$ cat src/rtl/id_ex_stage_reg.sv
// ID/EX pipeline register with load-use hazard detection and flush/hold control.
// Ports: clk_i, rst_i (sync, active-high), hold_i, flush_i, id_*_i decoder/regfile inputs,
//   ex_*_o registered EX copies, ex_dst_o registered destination, stall_o combinational.
// Macro ID_EX_STATS_EN adds saturating bubble_cnt_o / flush_cnt_o statistics counters.
module id_ex_stage_reg #(
  parameter int DW    = 32,
  parameter int RW    = 5,
  parameter int CNT_W = 16
) (
  input  logic          clk_i,
  input  logic          rst_i,
  input  logic          hold_i,
  input  logic          flush_i,
  input  logic [3:0]    id_aluop_i,
  input  logic          id_alusrc_i,
  input  logic          id_regdst_i,
  input  logic          id_regwrite_i,
  input  logic          id_writemem_i,
  input  logic          id_readmem_i,
  input  logic          id_memtoreg_i,
  input  logic [1:0]    id_shift_i,
  input  logic          id_branch_i,
  input  logic [DW-1:0] id_rs_data_i,
  input  logic [DW-1:0] id_rt_data_i,
  input  logic [DW-1:0] id_imm_i,
  input  logic [DW-1:0] id_pc_plus4_i,
  input  logic [RW-1:0] id_rs_i,
  input  logic [RW-1:0] id_rt_i,
  input  logic [RW-1:0] id_rd_i,
  input  logic [RW-1:0] id_shamt_i,
  output logic [3:0]    ex_aluop_o,
  output logic          ex_alusrc_o,
  output logic          ex_regdst_o,
  output logic          ex_regwrite_o,
  output logic          ex_writemem_o,
  output logic          ex_readmem_o,
  output logic          ex_memtoreg_o,
  output logic [1:0]    ex_shift_o,
  output logic [DW-1:0] ex_rs_data_o,
  output logic [DW-1:0] ex_rt_data_o,
  output logic [DW-1:0] ex_imm_o,
  output logic [DW-1:0] ex_pc_plus4_o,
  output logic [RW-1:0] ex_rs_o,
  output logic [RW-1:0] ex_rt_o,
  output logic [RW-1:0] ex_shamt_o,
  output logic [RW-1:0] ex_dst_o,
`ifdef ID_EX_STATS_EN
  output logic [CNT_W-1:0] bubble_cnt_o,
  output logic [CNT_W-1:0] flush_cnt_o,
`endif
  output logic          stall_o
);

  typedef struct packed {
    logic [3:0] aluop;
    logic       alusrc;
    logic       regdst;
    logic       regwrite;
    logic       writemem;
    logic       readmem;
    logic       memtoreg;
    logic [1:0] shift;
  } ctrl_t;

  typedef struct packed {
    logic [DW-1:0] rs_data;
    logic [DW-1:0] rt_data;
    logic [DW-1:0] imm;
    logic [DW-1:0] pc_plus4;
    logic [RW-1:0] rs;
    logic [RW-1:0] rt;
    logic [RW-1:0] shamt;
  } data_t;

  ctrl_t         id_ctrl, ctrl_q, ctrl_d;
  data_t         id_data, data_q, data_d;
  logic [RW-1:0] id_dst, dst_q, dst_d;
  logic          uses_rs, uses_rt;
  logic          hit_rs, hit_rt;
  logic          stall;

  assign id_ctrl = '{
    aluop:    id_aluop_i,
    alusrc:   id_alusrc_i,
    regdst:   id_regdst_i,
    regwrite: id_regwrite_i,
    writemem: id_writemem_i,
    readmem:  id_readmem_i,
    memtoreg: id_memtoreg_i,
    shift:    id_shift_i
  };

  assign id_data = '{
    rs_data:  id_rs_data_i,
    rt_data:  id_rt_data_i,
    imm:      id_imm_i,
    pc_plus4: id_pc_plus4_i,
    rs:       id_rs_i,
    rt:       id_rt_i,
    shamt:    id_shamt_i
  };

  assign id_dst = id_regdst_i ? id_rd_i : id_rt_i;

  // Shift/LUI forms take no rs operand; immediate ALU ops
  // only read rt when it is store data or a branch compare.
  assign uses_rs = (id_shift_i == 2'b00);
  assign uses_rt = ~id_alusrc_i | id_writemem_i | id_branch_i;

  assign hit_rs = uses_rs & (dst_q == id_rs_i);
  assign hit_rt = uses_rt & (dst_q == id_rt_i);

  assign stall = ctrl_q.readmem & ctrl_q.regwrite &
                 (dst_q != '0) & ~flush_i &
                 (hit_rs | hit_rt);

  assign stall_o = stall;

  // Flush and bubble both zero control only; data is don't-care
  // there, so it is loaded to keep the data path mux-free.
  always_comb begin
    ctrl_d = ctrl_q;
    data_d = data_q;
    dst_d  = dst_q;
    if (flush_i) begin
      ctrl_d = '0;
      data_d = id_data;
      dst_d  = id_dst;
    end else if (hold_i) begin
      ctrl_d = ctrl_q;
    end else if (stall) begin
      ctrl_d = '0;
      data_d = id_data;
      dst_d  = id_dst;
    end else begin
      ctrl_d = id_ctrl;
      data_d = id_data;
      dst_d  = id_dst;
    end
  end

  always_ff @(posedge clk_i) begin
    if (rst_i) begin
      ctrl_q <= '0;
      data_q <= '0;
      dst_q  <= '0;
    end else begin
      ctrl_q <= ctrl_d;
      data_q <= data_d;
      dst_q  <= dst_d;
    end
  end

  assign ex_aluop_o    = ctrl_q.aluop;
  assign ex_alusrc_o   = ctrl_q.alusrc;
  assign ex_regdst_o   = ctrl_q.regdst;
  assign ex_regwrite_o = ctrl_q.regwrite;
  assign ex_writemem_o = ctrl_q.writemem;
  assign ex_readmem_o  = ctrl_q.readmem;
  assign ex_memtoreg_o = ctrl_q.memtoreg;
  assign ex_shift_o    = ctrl_q.shift;
  assign ex_rs_data_o  = data_q.rs_data;
  assign ex_rt_data_o  = data_q.rt_data;
  assign ex_imm_o      = data_q.imm;
  assign ex_pc_plus4_o = data_q.pc_plus4;
  assign ex_rs_o       = data_q.rs;
  assign ex_rt_o       = data_q.rt;
  assign ex_shamt_o    = data_q.shamt;
  assign ex_dst_o      = dst_q;

`ifdef ID_EX_STATS_EN
  localparam logic [CNT_W-1:0] ONE = {{(CNT_W-1){1'b0}}, 1'b1};

  logic [CNT_W-1:0] bcnt_q, bcnt_d;
  logic [CNT_W-1:0] fcnt_q, fcnt_d;

  always_comb begin
    bcnt_d = bcnt_q;
    fcnt_d = fcnt_q;
    if (stall && !hold_i && !flush_i && bcnt_q != '1)
      bcnt_d = bcnt_q + ONE;
    if (flush_i && fcnt_q != '1)
      fcnt_d = fcnt_q + ONE;
  end

  always_ff @(posedge clk_i) begin
    if (rst_i) begin
      bcnt_q <= '0;
      fcnt_q <= '0;
    end else begin
      bcnt_q <= bcnt_d;
      fcnt_q <= fcnt_d;
    end
  end

  assign bubble_cnt_o = bcnt_q;
  assign flush_cnt_o  = fcnt_q;
`endif

endmodule

$ cat config.mk
export PLATFORM = sky130hd
export DESIGN_NAME = id_ex_stage_reg
export DESIGN_NICKNAME = d
export VERILOG_FILES = /design/src/rtl/id_ex_stage_reg.sv
export SDC_FILE = /design/constraint.sdc
export NUM_CORES = 1
export LEC_CHECK = 0
export BUFFER_PORTS_ARGS = -buffer_cell sky130_fd_sc_hd__buf_2
export CAP_MARGIN = 20
export CORE_UTILIZATION = 32
export CTS_CLUSTER_DIAMETER = 100
export DETAILED_ROUTE_END_ITERATION = 7
export GPL_TIMING_DRIVEN = 1
export PLACE_DENSITY = 0.65
export SYNTH_ARGS = -nofsm -noshare
export SYNTH_HDL_FRONTEND = slang
export SYNTH_SLANG_ARGS = --single-unit
$ cat constraint.sdc
create_clock -name clk_i -period 3.65 [get_ports clk_i]
set_clock_uncertainty 0.2 [all_clocks]
set_input_delay 0.365 -clock clk_i [delete_from_list [all_inputs] [get_ports clk_i]]
set_output_delay 0.365 -clock clk_i [all_outputs]
set_load 0.01 [all_outputs]
# Yosys cells after proc, flatten, opt, wreduce, memory -nomap -nowiden
# Index checks and enable logic that the tools add are counted.
# totals
reg_bits	160
out_inout_bits	161
in_bits	165
elab_cells	39
# op_classes
muxes	6
reduce_logical	3
bitwise	11
eq_ne	3
# ops
operator	n
143-bit 2-to-1 mux	2
5-bit 2-to-1 mux	3
12-bit 2-to-1 mux	1
5-bit == test	2
1-bit bitwise AND	6
5-bit nonzero test	1
1-bit bitwise OR	3
2-bit logical NOT	1
2-bit by 1-bit inequality test with 1-bit output (second input constant)	1
1-bit NOT	2
2-bit OR reduction	1

# Depth between registers and ports, before layout
# depth
ltp_word	7
mapped_depth	6
mapped_depth_nobuf	4

# Least setup slack after synthesis
# OpenSTA, ideal clock, no wires.
# synth_timing
path_kind	register -> output
startpoint	reg dst_q[0] (netlist: ex_dst_o[0])
endpoint	out stall_o
arrival_time_ns	1.367
path_slack_ns	1.718
path_stages_with_launch	5
path_buffers	1
t_required_ns	3.085
cell_sequence	dfxtp_1 or4_1 o2111ai_2 buf_6 nor2b_1
# synth_between
elab_chain_cells	4
word_cells_on_any_way	9
cone_classes	eq/ne: 2; bitwise: 6; reduce/logical: 1
# synth_lines
element	line_no	text
from (decl)	77	logic [RW-1:0] id_dst, dst_q, dst_d;
from (signal assigned)	150	dst_q <= dst_d;
5-bit == test (tied with other cells)	110	assign hit_rs = uses_rs & (dst_q == id_rs_i);
1-bit bitwise AND (on tied branches)	110, 111, 113	
1-bit bitwise OR or 1-bit bitwise AND (tied branches)	115, 114	
1-bit bitwise AND (*)	114	(dst_q != '0) & ~flush_i &
to (decl)	51	output logic stall_o
# Mark *: on every way between the ends. The rest lies on a longest branch, timed or not.

# Final worst setup path
# layout_timing
startpoint	in id_rs_i[0]
endpoint	out stall_o
# layout_between
elab_chain_cells	4
# layout_lines
element	line_no	text
from (decl)	27	input logic [RW-1:0] id_rs_i,
5-bit == test	110	
1-bit bitwise AND	110	
1-bit bitwise OR	115	(hit_rs | hit_rt);
1-bit bitwise AND	114	
# Every way passes these cells.

==> results.md <==
- Status: completed
- Hold crit path type: input port to flip-flop
- DRC Markers: 0
- Hold slack: 0.02102 ns
- Worst-path maximum fanout: 13
- Nets: 1320
- Die footprint: 0.01857 mm^2
- Slew HR: 0.4593
- PD cells: 445.5 mW/mm^2
- Fin area: 0.009484 mm^2
- Initial Util: 0.3302
- Vias in the first global route: 6138
- Pre-CTS WS: 1.435 ns
- Mean Syn Cell Area: 8.015 um^2
- Post-CTS setup buffer count: 0
- First-pass GRT wire length: 29210 um
- Htree depth: 4
- Final cell count without fillers: 1392
- Seq/Total Area, Yosys: 0.5551
- Initial antenna violation count: 0
- 1st-pass router iterations: 4
- DPL Wire Length: 11460 um
- DRT iter0 DRCs: 317
- DRT Wirelength: 19010 um
- Combinational family with the most area after synthesis: simple AND/OR/NAND/NOR gates
- WS Path Type: input port to output port
- Crit. End Element: output port
- Syn Inst Count: 720
- Max Slew Vio Count: 0
- Synth Net Count: 885
- Area Overhead vs Synth: 64.35%
- Row count: 48
- Sinks on Clock Net: 160
- Worst Setup Slack, final: 0.8760 ns
- Clock Latency Late Sink: 0.41 ns
- PortBufs: 325
- Final Critical Period: 2.774 ns
- DIE HEIGHT: 136.3 um
- Largest net degree at the start of global routing: 144
- TNS Setup: 0 ns
- ANT cells: 0
- Antenna Nets Post-Route: 0
- Worst EP required: 3.08 ns
- Post-Synth XOR/XNOR Area: 0.01518
- RePlAce Congestion: 0.7548
- Peak Freq: 0.3605 GHz
- Clock transition at path regs: 0.06 ns
- Clk root buf: clkbuf_16
- Clock tree buffer depth: 2
- WP data arrival: 2.21 ns
- Detailed-route via count: 6459
- Synth Area in Compound Gates: 0.1696
- Max-cap violation count: 0
- Synth Flop Type: dfxtp_1
- Final Hold Viols: 0
- Placed cell area: 0.007520 mm^2
- Finished Core Util: 0.5427
- Drt wl/cell: 13.66 um
- Total Routing Usage GR: 0.1979
- CTS tree: done
- Tot Pwr: 4.225 mW
- Post-synthesis simple-gate area fraction: 0.2095
- Placed Instances: 1219
- Worst setup SP type: input port
- Final period utilization: 0.7600
- Multiplexer share of the synthesized area: 0.008673
- Via-per-instance ratio: 4.640
- Least-Margin Pin Slew: 0.8081 ns
- Distinct cells, synth: 25
- Post-synth EDFFs: 0
- RSZ-0062 raised after global routing: false
- Post-synthesis instance area: 0.005771 mm^2
- P_leak: 4.561 nW
- YS warnings: 0
- Layout cell share with drive strength beyond 1: 0.3188
- Fillcell total: 1558
- Total core area: 0.01748 mm^2
- Final count of negative-setup-slack endpoints: 0
- VDD IR-drop max: 0.0002922 V
- Register bit count reported by yosys: 160
- Die Span X: 136.3 um
- Global route overflow: 0
- Post-synthesis async set-or-reset flop share: 0
- I/O pin count: 326
- Synthesized-area fraction occupied by adder cells: 0
- TritonCTS Buffers: 17
## state kept, by name, indices dropped and copies added, names as in the netlist
name           flops
ex_rs_data_o      32
ex_regdst_o        1
ex_rt_data_o      32
ex_alusrc_o        1
ex_shamt_o         5
ex_pc_plus4_o     32
ex_regwrite_o      1
ex_rt_o            5
ex_imm_o          32
ex_readmem_o       1
ex_rs_o            5
ex_memtoreg_o      1
ex_shift_o         2
ex_writemem_o      1
ex_aluop_o         4
ex_dst_o           5
## routing by layer
| metal | vias up | wire (um) | GRT usage |
|---|---|---|---|
| met5 | - | 0 | 0 |
| met4 | 0 | 570 | 0.09630 |
| met3 | 39 | 1514 | 0.05220 |
| met2 | 273 | 9229 | 0.3376 |
| met1 | 2925 | 7697 | 0.2281 |
| li1 | 3222 | - | - |
## repair_timing
item | 4_1_cts | 5_1_grt
hold buffers | 142 | 0
resized for setup | 0 | 0
hold endpoints to repair | 142 | 0
## power breakdown
part	internal, mW	switching [mW]	total (mW)	leakage (nW)
Combinational	0.320	0.319	0.638	2.98
Sequential	1.86	0.0589	1.92	1.33
Clock	0.940	0.730	1.67	0.256
Total	3.12	1.11	4.23	4.56
## synthesized netlist by cell type, drive strengths merged (2+ instances only)
cell type / n / area share
o21ai: 13 / 0.017
nor2b: 2 / 0.0022
nor2: 6 / 0.0039
nand2: 298 / 0.19
a21oi: 143 / 0.12
buf: 20 / 0.018
a211oi: 5 / 0.0065
xnor2: 9 / 0.014
dfxtp: 160 / 0.56
nand4: 2 / 0.0022
mux2i: 5 / 0.0087
a32oi: 12 / 0.018
clkbuf: 36 / 0.023
nand2b: 2 / 0.0022
## path summary, 6_finish.rpt
path | from | end | slack (ns) | cells past startpoint
min | id_rt_data_i[4] | ex_rt_data_o[4] | 0.02 | 3
min reg2reg | ex_rt_data_o[15] | ex_rt_data_o[15] | 0.25 | 2
max reg2reg | ex_dst_o[0] | ex_aluop_o[3] | 1.67 | 4
max | id_rs_i[0] | stall_o | 0.88 | 8
## kinds of logic (layout without fill, tap and decap cells)
logic type / count (synthesis) / count (layout)
flops: 160 / 160
buf+inv: 57 / 504
mux: 5 / 5
xor+xnor: 10 / 10
simple gates: 313 / 313
compound gates: 175 / 175
## layout by cell type, fill, tap and decap left out, types with 4 or more instances in the layout
cell	n
a211oi_1	5
a21oi_1	143
a32oi_1	12
buf_2	324
buf_4	4
clkbuf_16	17
clkinvlp_4	4
dfxtp_1	160
dlygate4sd3_1	142
inv_6	4
mux2i_1	5
nand2_1	298
nor2_1	6
o21ai_1	4
o21ai_2	9
xnor2_1	9
## critical path: stages
cell and delay (ns):
dlygate4sd3_1 0.53, buf_2 0.13, xor2_1 0.14, or3_1 0.31
o22ai_1 0.12, buf_4 0.26, nor2b_1 0.19, buf_2 0.15
## area by class of cell
class | count | area [um^2] | share of cell area
sequential | 160 | 3203 | 0.3377
multi-input combinational | 503 | 2340 | 0.2467
clock buffer | 19 | 432.9 | 0.04565
inverter | 1 | 3.754 | 0.0003958
tap | 225 | 281.5 | 0.02968
timing repair buffer | 472 | 3113 | 0.3282
clock inverter | 12 | 110.1 | 0.01161
No activity file was read; power rests on OpenSTA's default activity.
